===== config.mk =====
export PLATFORM = sky130hd
export DESIGN_NAME = unidad_cortocircuito_flat
export DESIGN_NICKNAME = d
export VERILOG_FILES = /design/src/rtl/unidad_cortocircuito_pkg.sv /design/src/rtl/unidad_cortocircuito_if.sv /design/src/rtl/unidad_cortocircuito_cmp.sv /design/src/rtl/unidad_cortocircuito.sv /design/src/flat_wrapper.sv
export SDC_FILE = /design/constraint.sdc
export NUM_CORES = 1
export LEC_CHECK = 0
export BUFFER_PORTS_ARGS = -buffer_cell sky130_fd_sc_hd__buf_2
export CAP_MARGIN = 20
export CORE_UTILIZATION = 45
export DETAILED_ROUTE_END_ITERATION = 10
export GPL_TIMING_DRIVEN = 0
export PLACE_DENSITY = 0.81
export SYNTH_ARGS = -nofsm -noshare
export SYNTH_HDL_FRONTEND = slang
export SYNTH_SLANG_ARGS = --single-unit

===== constraint.sdc =====
create_clock -name i_clk -period 1.4 [get_ports i_clk]
set_input_delay 0.07 -clock i_clk [delete_from_list [all_inputs] [get_ports i_clk]]
set_output_delay 0.07 -clock i_clk [all_outputs]
set_load 0.005 [all_outputs]

===== src/rtl/unidad_cortocircuito_pkg.sv =====
// -----------------------------------------------------------------------------
// unidad_cortocircuito_pkg
// Shared definitions for the forwarding/hazard unit of the 5-stage MIPS pipe:
//   - register-index and select-code widths
//   - EX operand-mux select codes (register file, EX/MEM, MEM/WB)
//   - shadow-slot type describing one in-flight instruction, plus BUBBLE
// Optional feature macro used by the slice: CORTOCIRCUITO_STALL_COUNT_EN
// -----------------------------------------------------------------------------
package unidad_cortocircuito_pkg;

  localparam int BITS_REG           = 5;
  localparam int BITS_CORTOCIRCUITO = 3;

  localparam logic [BITS_CORTOCIRCUITO-1:0] CORTO_REGFILE = 3'b000;
  localparam logic [BITS_CORTOCIRCUITO-1:0] CORTO_EXMEM   = 3'b001;
  localparam logic [BITS_CORTOCIRCUITO-1:0] CORTO_MEMWB   = 3'b010;

  // What the hazard logic needs to know about an instruction in flight.
  typedef struct packed {
    logic [BITS_REG-1:0] dest;
    logic                regwrite;
    logic                memread;
  } slot_t;

  localparam slot_t BUBBLE = slot_t'('0);

endpackage


===== src/rtl/unidad_cortocircuito_if.sv =====
// -----------------------------------------------------------------------------
// unidad_cortocircuito_if
// Bundle between the decode stage and the forwarding/hazard unit.
//   master (decode side): drives enable/flush and the ID instruction fields,
//                         receives operand selects and the stall request.
//   slave  (hazard unit): the reverse.
// Signals:
//   i_enable, i_flush             pipeline advance / branch-taken bubble
//   i_id_rs, i_id_rt, i_id_uses_* source registers of the ID instruction
//   i_id_dest, i_id_regwrite,
//   i_id_memread                  destination info of the ID instruction
//   o_corto_register_A/B          registered EX operand selects
//   o_stall                       combinational load-use stall
//   o_stall_count                 only with CORTOCIRCUITO_STALL_COUNT_EN
// -----------------------------------------------------------------------------
interface unidad_cortocircuito_if;
  import unidad_cortocircuito_pkg::*;

  logic                          i_enable;
  logic                          i_flush;
  logic [BITS_REG-1:0]           i_id_rs;
  logic [BITS_REG-1:0]           i_id_rt;
  logic                          i_id_uses_rs;
  logic                          i_id_uses_rt;
  logic [BITS_REG-1:0]           i_id_dest;
  logic                          i_id_regwrite;
  logic                          i_id_memread;
  logic [BITS_CORTOCIRCUITO-1:0] o_corto_register_A;
  logic [BITS_CORTOCIRCUITO-1:0] o_corto_register_B;
  logic                          o_stall;
`ifdef CORTOCIRCUITO_STALL_COUNT_EN
  logic [31:0]                   o_stall_count;
`endif

  modport master (
    output i_enable, i_flush, i_id_rs, i_id_rt, i_id_uses_rs, i_id_uses_rt,
           i_id_dest, i_id_regwrite, i_id_memread,
`ifdef CORTOCIRCUITO_STALL_COUNT_EN
    input  o_stall_count,
`endif
    input  o_corto_register_A, o_corto_register_B, o_stall
  );

  modport slave (
    input  i_enable, i_flush, i_id_rs, i_id_rt, i_id_uses_rs, i_id_uses_rt,
           i_id_dest, i_id_regwrite, i_id_memread,
`ifdef CORTOCIRCUITO_STALL_COUNT_EN
    output o_stall_count,
`endif
    output o_corto_register_A, o_corto_register_B, o_stall
  );

endinterface


===== src/rtl/unidad_cortocircuito_cmp.sv =====
// -----------------------------------------------------------------------------
// cortocircuito_cmp
// Pure combinational comparator for one ALU operand.
// Ports:
//   reg_i   source register index read by the ID instruction
//   uses_i  the ID instruction actually reads reg_i
//   ex_i    shadow slot currently in EX (will be in MEM next cycle)
//   mem_i   shadow slot currently in MEM (will be in WB next cycle)
//   sel_o   operand select the instruction needs once it reaches EX
// -----------------------------------------------------------------------------
module cortocircuito_cmp
  import unidad_cortocircuito_pkg::*;
(
  input  logic [BITS_REG-1:0]           reg_i,
  input  logic                          uses_i,
  input  slot_t                         ex_i,
  input  slot_t                         mem_i,
  output logic [BITS_CORTOCIRCUITO-1:0] sel_o
);

  logic reads_nonzero;

  // $zero is hard-wired, so it is never a forwarding source.
  assign reads_nonzero = uses_i && (reg_i != '0);

  // The younger producer (EX) holds the newest value and wins over MEM.
  always_comb begin
    sel_o = CORTO_REGFILE;
    if (reads_nonzero && ex_i.regwrite && (ex_i.dest == reg_i)) begin
      sel_o = CORTO_EXMEM;
    end else if (reads_nonzero && mem_i.regwrite && (mem_i.dest == reg_i)) begin
      sel_o = CORTO_MEMWB;
    end
  end

endmodule


===== src/rtl/unidad_cortocircuito.sv =====
// -----------------------------------------------------------------------------
// unidad_cortocircuito
// Forwarding / load-use hazard unit for the 5-stage MIPS pipeline.
// Keeps a shadow copy of the writer info of the instructions in EX, MEM and
// WB, and from it produces:
//   - registered operand selects (A from rs, B from rt), valid while the
//     instruction that was in ID sits in EX;
//   - a combinational stall when the ID instruction needs a load still in EX.
// Ports:
//   i_clk       rising-edge clock
//   i_reset_n   asynchronous active-low reset
//   bus         unidad_cortocircuito_if.slave (ID fields in, selects/stall out)
// Optional: define CORTOCIRCUITO_STALL_COUNT_EN to add bus.o_stall_count, a
// saturating 32-bit count of stalled cycles for the debug unit.
// -----------------------------------------------------------------------------
module unidad_cortocircuito
  import unidad_cortocircuito_pkg::*;
(
  input  logic                    i_clk,
  input  logic                    i_reset_n,
  unidad_cortocircuito_if.slave   bus
);

  slot_t ex_q, mem_q, wb_q;
  slot_t ex_d;

  logic [BITS_CORTOCIRCUITO-1:0] sel_a_q, sel_b_q;
  logic [BITS_CORTOCIRCUITO-1:0] sel_a_d, sel_b_d;

  logic [1:0][BITS_REG-1:0]           op_reg;
  logic [1:0]                         op_uses;
  logic [1:0][BITS_CORTOCIRCUITO-1:0] op_sel;

  logic stall;
  logic bubble_in;

  // Operand 0 = A (rs), operand 1 = B (rt).
  assign op_reg[0]  = bus.i_id_rs;
  assign op_reg[1]  = bus.i_id_rt;
  assign op_uses[0] = bus.i_id_uses_rs;
  assign op_uses[1] = bus.i_id_uses_rt;

  generate
    for (genvar gi = 0; gi < 2; gi++) begin : g_operand
      cortocircuito_cmp u_cmp (
        .reg_i  (op_reg[gi]),
        .uses_i (op_uses[gi]),
        .ex_i   (ex_q),
        .mem_i  (mem_q),
        .sel_o  (op_sel[gi])
      );
    end
  endgenerate

  // A load still in EX cannot forward yet: hold ID for one cycle so the
  // consumer picks the data up from MEM/WB instead.
  assign stall = bus.i_enable && ex_q.memread && (ex_q.dest != '0) &&
                 ((bus.i_id_uses_rs && (ex_q.dest == bus.i_id_rs)) ||
                  (bus.i_id_uses_rt && (ex_q.dest == bus.i_id_rt)));

  // Stall and flush both turn the entering instruction into one bubble.
  assign bubble_in = stall || bus.i_flush;

  always_comb begin
    ex_d    = '{dest: bus.i_id_dest, regwrite: bus.i_id_regwrite,
                memread: bus.i_id_memread};
    sel_a_d = op_sel[0];
    sel_b_d = op_sel[1];
    if (bubble_in) begin
      ex_d    = BUBBLE;
      sel_a_d = CORTO_REGFILE;
      sel_b_d = CORTO_REGFILE;
    end
  end

  always_ff @(posedge i_clk or negedge i_reset_n) begin
    if (!i_reset_n) begin
      ex_q    <= BUBBLE;
      mem_q   <= BUBBLE;
      wb_q    <= BUBBLE;
      sel_a_q <= CORTO_REGFILE;
      sel_b_q <= CORTO_REGFILE;
    end else if (bus.i_enable) begin
      wb_q    <= mem_q;
      mem_q   <= ex_q;
      ex_q    <= ex_d;
      sel_a_q <= sel_a_d;
      sel_b_q <= sel_b_d;
    end
  end

  assign bus.o_corto_register_A = sel_a_q;
  assign bus.o_corto_register_B = sel_b_q;
  assign bus.o_stall            = stall;

  // The WB slot never forwards (register file is write-before-read); it is
  // kept so the shadow pipe mirrors the real one, and this check keeps the
  // shift honest.
  wb_follows_mem : assert property (
    @(posedge i_clk) disable iff (!i_reset_n)
    bus.i_enable |=> (wb_q == $past(mem_q))
  );

`ifdef CORTOCIRCUITO_STALL_COUNT_EN
  logic [31:0] stall_count_q;
  logic [31:0] stall_count_d;

  // stall already includes i_enable, so the count holds while frozen.
  always_comb begin
    stall_count_d = stall_count_q;
    if (stall && (stall_count_q != 32'hFFFF_FFFF)) begin
      stall_count_d = stall_count_q + 32'd1;
    end
  end

  always_ff @(posedge i_clk or negedge i_reset_n) begin
    if (!i_reset_n) begin
      stall_count_q <= '0;
    end else begin
      stall_count_q <= stall_count_d;
    end
  end

  assign bus.o_stall_count = stall_count_q;
`endif

endmodule


===== src/flat_wrapper.sv =====
// flat-port wrapper written by rule: the top's interface ports become plain ports
module unidad_cortocircuito_flat import unidad_cortocircuito_pkg::*;
  (i_clk, i_reset_n, bus_i_enable, bus_i_flush, bus_i_id_rs, bus_i_id_rt, bus_i_id_uses_rs, bus_i_id_uses_rt, bus_i_id_dest, bus_i_id_regwrite, bus_i_id_memread, bus_o_corto_register_A, bus_o_corto_register_B, bus_o_stall);
  unidad_cortocircuito_if bus_i ();
  input  logic i_clk;
  input  logic i_reset_n;
  input wire logic [$bits(bus_i.i_enable)-1:0] bus_i_enable;
  input wire logic [$bits(bus_i.i_flush)-1:0] bus_i_flush;
  input wire logic [$bits(bus_i.i_id_rs)-1:0] bus_i_id_rs;
  input wire logic [$bits(bus_i.i_id_rt)-1:0] bus_i_id_rt;
  input wire logic [$bits(bus_i.i_id_uses_rs)-1:0] bus_i_id_uses_rs;
  input wire logic [$bits(bus_i.i_id_uses_rt)-1:0] bus_i_id_uses_rt;
  input wire logic [$bits(bus_i.i_id_dest)-1:0] bus_i_id_dest;
  input wire logic [$bits(bus_i.i_id_regwrite)-1:0] bus_i_id_regwrite;
  input wire logic [$bits(bus_i.i_id_memread)-1:0] bus_i_id_memread;
  output wire logic [$bits(bus_i.o_corto_register_A)-1:0] bus_o_corto_register_A;
  output wire logic [$bits(bus_i.o_corto_register_B)-1:0] bus_o_corto_register_B;
  output wire logic [$bits(bus_i.o_stall)-1:0] bus_o_stall;
  assign bus_i.i_enable = bus_i_enable;
  assign bus_i.i_flush = bus_i_flush;
  assign bus_i.i_id_rs = bus_i_id_rs;
  assign bus_i.i_id_rt = bus_i_id_rt;
  assign bus_i.i_id_uses_rs = bus_i_id_uses_rs;
  assign bus_i.i_id_uses_rt = bus_i_id_uses_rt;
  assign bus_i.i_id_dest = bus_i_id_dest;
  assign bus_i.i_id_regwrite = bus_i_id_regwrite;
  assign bus_i.i_id_memread = bus_i_id_memread;
  assign bus_o_corto_register_A = bus_i.o_corto_register_A;
  assign bus_o_corto_register_B = bus_i.o_corto_register_B;
  assign bus_o_stall = bus_i.o_stall;
  unidad_cortocircuito u_core (.i_clk(i_clk), .i_reset_n(i_reset_n), .bus(bus_i));
endmodule

==> results.toml, run 1 <==
[floorplan]
ios = 30
die_w_um = 48.7
rows = 16
coreArea_um2 = 2000
fp.dieH_um = 48.7
start_util_pct = 49.0
dieArea_um2 = 2370

[critical_path]
crit_path_end_kind = "primary output"
path_max_fanout = 5
start_kind = "register"
r2r_start = "u_core.ex_q[4]"
crit_required_ns = 1.33
cp_slowest_stage_delay_ns = 0.56
crit_buf_inv = 2
reg2reg_to = "u_core.ex_q[6]"
crit_path_top_delay_cell = "or4_4"
r2r_slack_ns = -0.35
ff2ff_path_depth = 7
cpLargestDelayFamily = "simple AND/OR/NAND/NOR gates"
cp-startpoint = "u_core.ex_q[3]"
crit_arrival_ns = 1.79
critPathKind = "register to primary output"
crit_path_cell_trace = "or4_4 > o211ai_4 > buf_6 > nor2_2 > buf_2"

[finish]
design_area_um2 = 1280
drive_gt1_share_pct = 48.4
regArea_um2 = 432
nNetsFinal = 148
multi_input_area_um2 = 566
syn_to_final_growth_pct = 30.5
diodes = 0
filler_cell_count = 156

[timing]
rsz0062_at_grt = "yes"
hold_viol_final = 0
drv_slew = 0
fin_crit_ns = 1.86
period_share_pct = 133
timing.hold.ws_ns = 0.00664
setup-tns-final_ns = -4.06
worst_slack_ns = -0.458
setup-violations-final = 12
max_freq_mhz = 538
clock_skew_ns = 0.0110

[synth]
synth_top_area_share_pct = 43.4
synth_edf_count = 0
yosys.area.top_type = "dfrtp_1"
ys_types = 23
synthFlopType = "dfrtp_1"
async_flop_share_pct = 100
ys_warn_count = 0
yosys-top-cells-area = "dfrtp_1, xnor2_1, a32o_1"
ys_ff_latch = 17
syn-cell-area_um2 = 981
synth_top_cells_by_count = "dfrtp_1, xnor2_1, a32o_1"
synth_cells = 87
syn_area_per_cell_um2 = 11.3
synth_most_common_cell = "dfrtp_1"
ys_seq_area_share_pct = 43.4

[drt]
via_count = 820
firstDrtPassIters = 4
route.detailed.drc = 0
routedWlPerCell_um = 15.7
detail-route-antenna-nets = 0
drtIter0Drc = 19
viasPerCell = 5.43
totalWireLength_mm = 2.37

[pwr]
cellLeakagePower_nw = 0.575
ir_worst_vdd_uv = 596
total_power_mw = 1.10
p_per_area_nw_per_um2 = 861

[run_status]
status = "finished, violations left"
violations = "negative setup slack"

[clocking]
clk_latency_ns = 0.30
cts_buffer_depth = 2
cts_buffers = 3
cts_tree = "done"
cts_root_buf = "clkbuf_4"
clk_pin_slew_ns = 0.10
h-tree-depth = 1
cts_sinks = 17

[placed_design]
gp_congestion = 0.879
port_buffers = 26
hpwl_mm = 1.68
place_area_um2 = 1150

[global_routing]
grt_pass1_wl_mm = 3.76
antenna_found_initial = 0
grt_use_total_pct = 21.1
first_global_vias = 843
grt_max_degree = 18
gr-total-overflow = 0

[min_path]
worstHoldEndpoint = "u_core.ex_q[0]"
hold_path_startpoint = "bus_i_id_memread"
hp-class = "primary input to register"
holdPathStages = 2

[run]
maxCapViolations = 0
==> layout by cell type (no fill, tap or decap), drive strengths merged <==
| master | count |
|---|---|
| xor2 | 4 |
| nor4 | 2 |
| nand2 | 2 |
| clkbuf | 5 |
| mux2 | 6 |
| o22ai | 1 |
| o211ai | 3 |
| nand3 | 6 |
| buf | 35 |
| a32o | 7 |
| dlygate4sd3 | 1 |
| or4 | 3 |
| dfrtp | 17 |
| or3 | 2 |
| a22o | 2 |
| conb | 2 |
| nor2 | 4 |
| inv | 2 |
| xnor2 | 16 |
| a41o | 2 |
| nor2b | 2 |
==> kinds of logic (layout without fill, tap and decap cells) <==
logic type / count (synthesis) / after routing / synth area share, %
flip-flops: 17 / 17 / 43.4
multiplexers: 6 / 6 / 6.89
AND/OR/NAND/NOR: 21 / 21 / 12.2
buffers and inverters: 7 / 43 / 4.59
AO/OA/AOI/OAI: 15 / 15 / 14.7
other: 1 / 2 / 0.382
XOR/XNOR: 20 / 20 / 17.9
==> per-layer routing <==
layer,global-route usage [%],vias up,routed length [um]
met5,0,-,0
met4,10.8,0,58
met3,2.83,7,147
met2,35.0,34,1160
met1,26.8,385,999
li1,-,394,-
==> state kept, by name, summed over array words and instances (netlist names) <==
register / count
u_core.ex_q: 7
u_core.mem_q: 6
u_core.bus.o_corto_register_A: 2
u_core.bus.o_corto_register_B: 2
==> how the worst max path moves through the flow <==
stage                                end  slack [ns]  depth (start not counted)
after floorplan           u_core.ex_q[0]       -0.09                          4
after global placement    u_core.ex_q[1]       -0.25                          6
after detailed placement  u_core.ex_q[1]       -0.30                          6
after CTS                    bus_o_stall       -0.45                          5
after global routing         bus_o_stall       -0.49                          5
final                        bus_o_stall       -0.46                          5
==> through the flow <==
stage / utilization, % / worst slack, ns / std cells
floorplan: - / -0.0921 / 88
global placement: 57.4 / -0.252 / 141
CTS: 62.3 / -0.448 / 148
global route: 63.9 / -0.491 / 151
detailed placement: 57.4 / -0.301 / 141
finish: 63.9 / -0.458 / 151
==> final cells by class <==
cell class              instances  area share [%]
well taps                      27            2.64
plain buffers                   5            2.93
clock buffers                   4            2.05
inverters                       2           0.587
repair buffers                 32            13.9
flip-flops and latches         17            33.7
multi-input cells              64            44.2
==> where the power goes <==
| part | internal, mW | leakage, nW | switching, mW | total [mW] |
|---|---|---|---|---|
| Sequential | 0.528 | 0.218 | 0.0519 | 0.580 |
| Clock | 0.111 | 0.0150 | 0.157 | 0.268 |
| Combinational | 0.141 | 0.342 | 0.112 | 0.253 |
| Total | 0.780 | 0.575 | 0.321 | 1.10 |
==> timing repair <==
action	CTS	global route
endpoints found under the hold margin	17	0
buffers inserted	2	3
setup endpoints to repair	12	12
resized for setup	11	2
pin swaps	1	4
hold buffers	1	0
==> worst reg2reg max path: stages, from the launching register on <==
cell      delay (ns)
dfrtp_2         0.47
xnor2_2         0.18
nand3_1         0.11
o22ai_2         0.24
o211ai_4        0.12
buf_6           0.13
buf_4           0.15
a32o_1          0.25
No activity file was read; power rests on OpenSTA's default activity.
==> inputs of run 2 (changes only) <==
Settings changed: CORE_ASPECT_RATIO set to 1.5, CORE_MARGIN set to 8.
==> results.toml, run 2 (synthesized netlist as in run 1, its figures left out) <==
[finish]
diodes = 0
nNetsFinal = 150
final_cell_mix = "buf_2, xnor2_1, dfrtp_1"
top_register = "u_core.ex_q"
syn_to_final_growth_pct = 30.9
final_common_cell = "buf_2"
drive_gt1_share_pct = 46.8
top_regs = "u_core.ex_q x7, u_core.mem_q x6"
filler_cell_count = 164
largest_reg_flops = 7

[global_routing]
grt_pass1_wl_mm = 4.19
use_met2_pct = 23.3
globalRouteMet3Util_pct = 5.31
grt_use_total_pct = 14.6
antenna_found_initial = 0
grt_most_used_layer = "met2"
first_global_vias = 880
grt_max_degree = 18
gr-total-overflow = 0
grt_use_met1_pct = 15.2

[drt]
viasPerCell = 5.78
route.detailed.drc = 0
totalWireLength_mm = 2.59
firstDrtPassIters = 4
routedWlPerCell_um = 17.5
detail-route-antenna-nets = 0
via_count = 856
drtIter0Drc = 17

[critical_path]
start_kind = "register"
critPathKind = "register to primary output"
crit_required_ns = 1.33
path_max_fanout = 4
crit_path_end_kind = "primary output"
crit_arrival_ns = 1.78

[placed_design]
place_ws_ns = -0.280
hpwl_mm = 1.87
port_buffers = 26
gp_congestion = 0.869

[timing]
worst_slack_ns = -0.446
rsz0062_at_grt = "yes"
setup-violations-final = 12
timing.hold.ws_ns = 0.0215
period_share_pct = 132
setup-tns-final_ns = -4.35
max_freq_mhz = 542
fin_crit_ns = 1.85
clock_skew_ns = 0.00121
hold_viol_final = 0
drv_slew = 0

[run_status]
violations = "negative setup slack"
status = "finished, violations left"

[floorplan]
dieArea_um2 = 3960
rows = 20
fp.dieH_um = 73.2
coreArea_um2 = 2050
start_util_pct = 47.8
ios = 30
die_w_um = 54.1

[pwr]
p_per_area_nw_per_um2 = 852
switchingPower_mw = 0.310
sw_frac_of_total_pct = 28.3
combPwrFrac_pct = 24.0
power_frac_seq_pct = 52.6
internal_power_mw = 0.784
ir_worst_vdd_uv = 589
cellLeakagePower_nw = 0.586
pwr-share-clk_pct = 23.4

[clocking]
h-tree-depth = 1
cts_root_buf = "clkbuf_4"
cts_tree = "done"
cts_buffer_depth = 2
cts_sinks = 17
cts_buffers = 3
clk_latency_ns = 0.29
clk_pin_slew_ns = 0.09

[run]
maxCapViolations = 0

[min_path]
hp-class = "primary input to register"
## run 2: final timing paths
check | slack [ns] | endpoint | start | depth (start not counted)
max in group asynchronous | 0.89 | u_core.ex_q[3] | i_reset_n | 2
setup reg to reg | -0.39 | u_core.ex_q[3] | u_core.ex_q[3] | 8
hold / removal | 0.02 | u_core.ex_q[6] | bus_i_id_dest[4] | 2
setup / recovery | -0.45 | bus_o_stall | u_core.ex_q[4] | 5
hold reg to reg | 0.52 | u_core.bus.o_corto_register_A[0] | u_core.bus.o_corto_register_A[0] | 1
min in group asynchronous | 0.21 | u_core.bus.o_corto_register_A[1] | i_reset_n | 2
## run 2: per-stage QoR
stage / std cells / cell area (um^2) / utilization, % / total power, mW
after floorplan: 88 / 985 / - / 0.714
after global placement: 136 / 1140 / 55.7 / 0.789
after detailed placement: 136 / 1140 / 55.7 / 0.798
after CTS: 146 / 1250 / 61.1 / 1.09
after global routing: 148 / 1280 / 62.6 / 1.17
final: 148 / 1280 / 62.6 / 1.09
## run 2: area by class of cell
| cell class | count | area [um^2] | area share (%) |
|---|---|---|---|
| multi-input combinational | 64 | 557 | 43.4 |
| sequential | 17 | 430 | 33.5 |
| timing repair buffer | 34 | 198 | 15.4 |
| buffer | 5 | 37.5 | 2.92 |
| tap | 22 | 27.5 | 2.14 |
| clock buffer | 4 | 26.3 | 2.05 |
| inverter | 2 | 7.51 | 0.585 |
## run 2: worst max-delay path: stages, from the launching register on
cell,delay (ns)
dfrtp_2,0.46
or4_4,0.54
o211ai_2,0.20
buf_6,0.13
nor2_1,0.03
buf_2,0.14
## run 2: repair_timing
item / CTS / global route
hold buffers: 1 / 2
resized for setup: 8 / 3
endpoints found under the setup margin: 12 / 12
pin swaps: 5 / 1
buffers inserted: 5 / 0
endpoints found under the hold margin: 17 / 2
## run 2: power groups by stage
stage | combinational [mW] | sequential (mW) | clock [mW]
3_3_place_gp | 0.210 | 0.579 | 0
4_1_cts | 0.250 | 0.571 | 0.266
3_5_place_dp | 0.218 | 0.580 | 0
2_1_floorplan | 0.145 | 0.569 | 0
5_1_grt | 0.286 | 0.580 | 0.301
6_report | 0.262 | 0.575 | 0.257
## run 2: metal layers
metal / vias to the layer above / share of wire, %
li1: 396 / -
met1: 423 / 38
met2: 29 / 52
met3: 8 / 7.0
met4: 0 / 2.6
met5: - / 0
